File: src/rtl/bus_dma_master.sv
// Word-copy DMA initiator on the processor data bus: one read then one write
// per word, with a per-phase DataDone timeout and an external Abort.
module bus_dma_master #(
  parameter int unsigned TIMEOUT = 64,
  parameter int unsigned TW      = 7
) (
  input  logic        Clock,
  input  logic        Reset,
  input  logic        Start,
  input  logic [15:0] SrcAddr,
  input  logic [15:0] DstAddr,
  input  logic [15:0] Count,
  input  logic        Abort,
  output logic        Busy,
  output logic        Done,
  output logic        Error,
  output logic [15:0] Remaining,
  output logic        ReadData,
  output logic        WriteData,
  output logic [15:0] DataAddr,
  output logic [15:0] BusWrData,
  input  logic [15:0] BusRdData,
  input  logic        DataDone
);

  localparam logic [1:0] S_IDLE  = 2'd0;
  localparam logic [1:0] S_READ  = 2'd1;
  localparam logic [1:0] S_WRITE = 2'd2;
  localparam logic [1:0] S_DONE  = 2'd3;

  localparam logic [TW-1:0] TIMER_LAST = TW'(TIMEOUT - 1);

  logic [1:0]    state_q, state_d;
  logic [15:0]   src_ptr_q, src_ptr_d;
  logic [15:0]   dst_ptr_q, dst_ptr_d;
  logic [15:0]   data_q, data_d;
  logic [15:0]   remaining_q, remaining_d;
  logic          error_q, error_d;
  logic [TW-1:0] timer_q, timer_d;

  logic in_phase;
  logic phase_fail;

  assign in_phase = (state_q == S_READ) || (state_q == S_WRITE);
  // A completing phase always wins over Abort/timeout so its effects are kept.
  assign phase_fail = !DataDone && (Abort || (timer_q == TIMER_LAST));

  always_comb begin
    state_d     = state_q;
    src_ptr_d   = src_ptr_q;
    dst_ptr_d   = dst_ptr_q;
    data_d      = data_q;
    remaining_d = remaining_q;
    error_d     = error_q;
    timer_d     = timer_q;

    case (state_q)
      S_IDLE: begin
        timer_d = '0;
        if (Start) begin
          error_d = 1'b0;
          if (Count != '0) begin
            src_ptr_d   = SrcAddr;
            dst_ptr_d   = DstAddr;
            remaining_d = Count;
            state_d     = S_READ;
          end else begin
            state_d = S_DONE;
          end
        end
      end

      S_READ: begin
        if (DataDone) begin
          data_d  = BusRdData;
          timer_d = '0;
          if (Abort) begin
            error_d = 1'b1;
            state_d = S_DONE;
          end else begin
            state_d = S_WRITE;
          end
        end else if (phase_fail) begin
          error_d = 1'b1;
          state_d = S_DONE;
        end else begin
          timer_d = timer_q + TW'(1);
        end
      end

      S_WRITE: begin
        if (DataDone) begin
          src_ptr_d   = src_ptr_q + 16'd1;
          dst_ptr_d   = dst_ptr_q + 16'd1;
          remaining_d = remaining_q - 16'd1;
          timer_d     = '0;
          if (Abort) begin
            error_d = 1'b1;
            state_d = S_DONE;
          end else if (remaining_q == 16'd1) begin
            state_d = S_DONE;
          end else begin
            state_d = S_READ;
          end
        end else if (phase_fail) begin
          error_d = 1'b1;
          state_d = S_DONE;
        end else begin
          timer_d = timer_q + TW'(1);
        end
      end

      S_DONE: begin
        state_d = S_IDLE;
      end

      default: begin
        state_d = S_IDLE;
      end
    endcase
  end

  always_ff @(posedge Clock or posedge Reset) begin
    if (Reset) begin
      state_q     <= S_IDLE;
      src_ptr_q   <= '0;
      dst_ptr_q   <= '0;
      data_q      <= '0;
      remaining_q <= '0;
      error_q     <= 1'b0;
      timer_q     <= '0;
    end else begin
      state_q     <= state_d;
      src_ptr_q   <= src_ptr_d;
      dst_ptr_q   <= dst_ptr_d;
      data_q      <= data_d;
      remaining_q <= remaining_d;
      error_q     <= error_d;
      timer_q     <= timer_d;
    end
  end

  // Bus-facing outputs decode registered state only.
  assign Busy      = in_phase;
  assign Done      = (state_q == S_DONE);
  assign Error     = error_q;
  assign Remaining = remaining_q;
  assign ReadData  = (state_q == S_READ);
  assign WriteData = (state_q == S_WRITE);
  assign BusWrData = data_q;

  always_comb begin
    DataAddr = '0;
    if (state_q == S_READ) begin
      DataAddr = src_ptr_q;
    end else if (state_q == S_WRITE) begin
      DataAddr = dst_ptr_q;
    end
  end

endmodule

File: config.mk
export PLATFORM = sky130hd
export DESIGN_NAME = bus_dma_master
export DESIGN_NICKNAME = d
export VERILOG_FILES = /design/src/rtl/bus_dma_master.sv
export SDC_FILE = /design/constraint.sdc
export NUM_CORES = 1
export LEC_CHECK = 0
export CORE_MARGIN = 3
export CORE_UTILIZATION = 45
export CTS_BUF_LIST = sky130_fd_sc_hd__clkbuf_8
export CTS_CLUSTER_DIAMETER = 150
export DETAILED_ROUTE_END_ITERATION = 8
export HOLD_SLACK_MARGIN = 0.02
export PLACE_DENSITY = 0.79
export SYNTH_ARGS = -nofsm -noshare
export SYNTH_HDL_FRONTEND = slang
export SYNTH_SLANG_ARGS = --single-unit
File: constraint.sdc
create_clock -name Clock -period 2.7 [get_ports Clock]
set_clock_uncertainty 0.05 [all_clocks]
set_input_delay 0.675 -clock Clock [delete_from_list [all_inputs] [get_ports Clock]]
set_output_delay 0.675 -clock Clock [all_outputs]
set_load 0.1 [all_outputs]
==> key figures, run 1 <==
Finish
  • Sequential Area: between 1500 and 2000 um2
  • Share of cells above drive strength 1: 0.2182
  • Multi-input logic area: between 2000 and 2500 um2
  • Final Util: 0.6581
  • Fillers: between 700 and 800
  • Final design instance area without fill: 6196 um2
  • Fin nets: slightly below 700
  • Syn-to-layout area delta: 39.49%
  • Inserted Diodes: 0

Run status
  • Status: finished, final reports clean

Critical path
  • Worst Setup Path Type: reg -> out
  • Startpoint Class: register
  • Critical Path AT: approximately 1900 ps
  • Critical-path maximum fanout: 22
  • Crit. End Element: output pin
  • Required time of the critical path: approximately 2000 ps

Logic synthesis
  • Simple-gate share of the synthesized area: 0.1904
  • Most common flop cell mapped by yosys: dfrtp_1
  • Area fraction of the dominant cell type after synthesis: 0.4169
  • Avg Inst Size Synth: roughly 9 um2
  • Synth Register Bits: 74
  • Syn nets: 568
  • Post-Synth XOR/XNOR Area: 0.007887
  • Yosys warning total: 0
  • Adder-cell share of the synthesized area: 0.02817
  • Post-synthesis mux area share: 0.04986
  • Syn Std Cell Area: roughly 4400 um2
  • EDFF count, synth: 0
  • Post-synth ARST share: 1.000
  • Cells after Synth: 489
  • Dominant cells by area after synthesis: dfrtp_1 (42%), a21oi_1 (5.9%), o22ai_1 (4.9%), mux2_2 (4.3%), nand2_1 (3.7%)
  • Largest family of logic cells by synthesized area: compound AO/OA/AOI/OAI gates
  • Synth area leader: dfrtp_1
  • Sequential area share after synthesis: 0.4169
  • Synth cell count leaders: dfrtp_1 (74), a21oi_1 (52), nand2_1 (44), o22ai_1 (35)
  • Most common cell in the netlist: dfrtp_1
  • Synth Area in Compound Gates: 0.2577
  • Post-synthesis cell type count: between 50 and 60

Global route
  • Vias in the first global route: between 4000 and 5000
  • GRT Overall Usage: 0.2345
  • Global-route wire length before repair: between 20 and 25 mm
  • Initial antenna violation count: 0
  • Gr ovfl total: 0
  • Largest net degree at the start of global routing: 75

Drt
  • Routed len/inst: approximately 18 um
  • DRT Pass-1 Iters: 5
  • Post-route ant nets: 0
  • DR iter-0 viols: approximately 380
  • Vias per inst: between 6 and 7
  • Drt total wl: 13.19 mm
  • Vias: 4479
  • # DRC: 0

Die
  • I/O Pins: between 100 and 150
  • Initial core utilization: 0.4718
  • Die height: 105.4 um
  • Die W: 105.4 um
  • Row count: 35
  • Core box area: roughly 9400 um2
  • Die Area: approximately 11000 um2

CTS
  • Reg clk slew, reported paths: ~80 ps
  • Clock root buffer: clkbuf_8
  • Clk sinks: between 70 and 80
  • CTS tree: yes
  • Clk_lat worst skew: 350 ps
  • CTS Buffer Depth: 2
  • H-tree depth: 3
  • PostCTS Resize Cnt: 0
  • TritonCTS Buffers: 9

STA
  • Hold_ws: around 460 ps
  • Final slew viol count: 0
  • # setup viols final: 0
  • Achievable Freq: between 300 and 400 MHz
  • RSZ-0062 raised after global routing: no
  • Worst-margin pin slew: ~640 ps
  • Final Hold Fails: 0
  • Period utilization: 0.9630
  • Slew headroom: 0.5682
  • Fin crit period: roughly 2600 ps

Placed design
  • HPWL Detailed: 9.445 mm
  • Port bufs: 121
  • Placed Area: around 6000 um2
  • Routability cong.: ~0.9

Min path
  • Class of the worst hold path: reg -> reg

Flow run
  • Max-cap check violation count: 0
-- final cells by class --
class	count	share of cell area
multi-input cells	374	0.3918
flip-flops and latches	74	0.2989
well taps	129	0.02605
repair buffers	141	0.2427
clock inverters	7	0.01515
inverters	9	0.005452
clock buffers	9	0.01999
-- cell usage in the layout (no fill, tap or decap), types with 3 or more instances in the layout --
master / instances
nor3_1: 6
o211ai_1: 3
nor2b_1: 3
nor4_1: 12
o31ai_1: 4
buf_4: 51
nand3_1: 22
mux2i_1: 3
or3_1: 4
o32ai_1: 3
buf_12: 22
clkbuf_8: 9
nand2b_1: 5
ha_1: 8
nand4_1: 13
xor2_1: 4
o22ai_1: 35
dfrtp_1: 74
nor2_1: 29
and4_1: 5
mux2_2: 17
o21ai_0: 27
and3_1: 9
a21oi_1: 52
clkdlybuf4s50_1: 68
o2bb2ai_1: 3
a2bb2oi_1: 4
nand2_1: 44
a31oi_1: 5
o21a_1: 4
inv_1: 8
a22o_2: 14
-- metrics by stage --
| stage | setup TNS, ps | worst slack, ps | std cells |
|---|---|---|---|
| after floorplan | -2037 | -158.0 | 489 |
| after global placement | 0 | 63.79 | 726 |
| after detailed placement | -6.954 | -3.822 | 726 |
| after CTS | 0 | 85.79 | 743 |
| after global routing | 0 | 1.556 | 743 |
| final | 0 | 99.90 | 743 |
-- cells by family after synthesis --
group,after synthesis
AO/OA/AOI/OAI,178
AND/OR/NAND/NOR,162
flip-flops,74
buffers and inverters,41
multiplexers,20
adder cells (fa/ha/maj),10
XOR/XNOR,4
-- timing repair --
item,4_1_cts,5_1_grt
setup buffers,1,0
setup endpoints to repair,1,0
hold buffers,0,0
-- worst max-delay path: stages (launching register included) --
cell	delay (ps)
dfrtp_1	480
inv_1	120
ha_2	180
buf_4	300
nand2_1	160
o21ai_4	100
buf_12	190
-- worst paths after layout --
check,from,endpoint,slack (ps),cells after the start
worst min-delay path,BusWrData[1],BusWrData[1],460,1
max in group asynchronous,Reset,Remaining[0],1600,3
worst max-delay path,state_q[1],DataAddr[0],100,6
min in group asynchronous,Reset,src_ptr_q[8],680,3
worst max register to register,state_q[0],dst_ptr_q[10],310,9
worst min register to register,BusWrData[1],BusWrData[1],460,1
-- flip-flops by register name (all words and copies together), names as in the netlist --
name and flops:
src_ptr_q 16, Error 1, state_q 2, dst_ptr_q 16, BusWrData 16, timer_q 7, Remaining 16
-- routing by layer --
layer | part of all wire | up-vias | wire (um) | GRT usage
met5 | 0 | - | 0 | 0
met2 | 0.47 | 239 | 6267 | 0.3770
met1 | 0.42 | 2107 | 5545 | 0.3153
met3 | 0.076 | 35 | 1004 | 0.03613
li1 | - | 2098 | - | -
met4 | 0.029 | 0 | 377 | 0.09841
Power of run 1 is not shown: default switching activity piles up to over one toggle a cycle in this logic, so the estimate is an artifact.
==> run 2, diff against run 1 <==
HOLD_SLACK_MARGIN = 0.08   (was 0.02)
==> results of run 2 <==
Final layout, timing and power as in run 1 (identical DEF).
Power of run 2 is left out for the same reason.
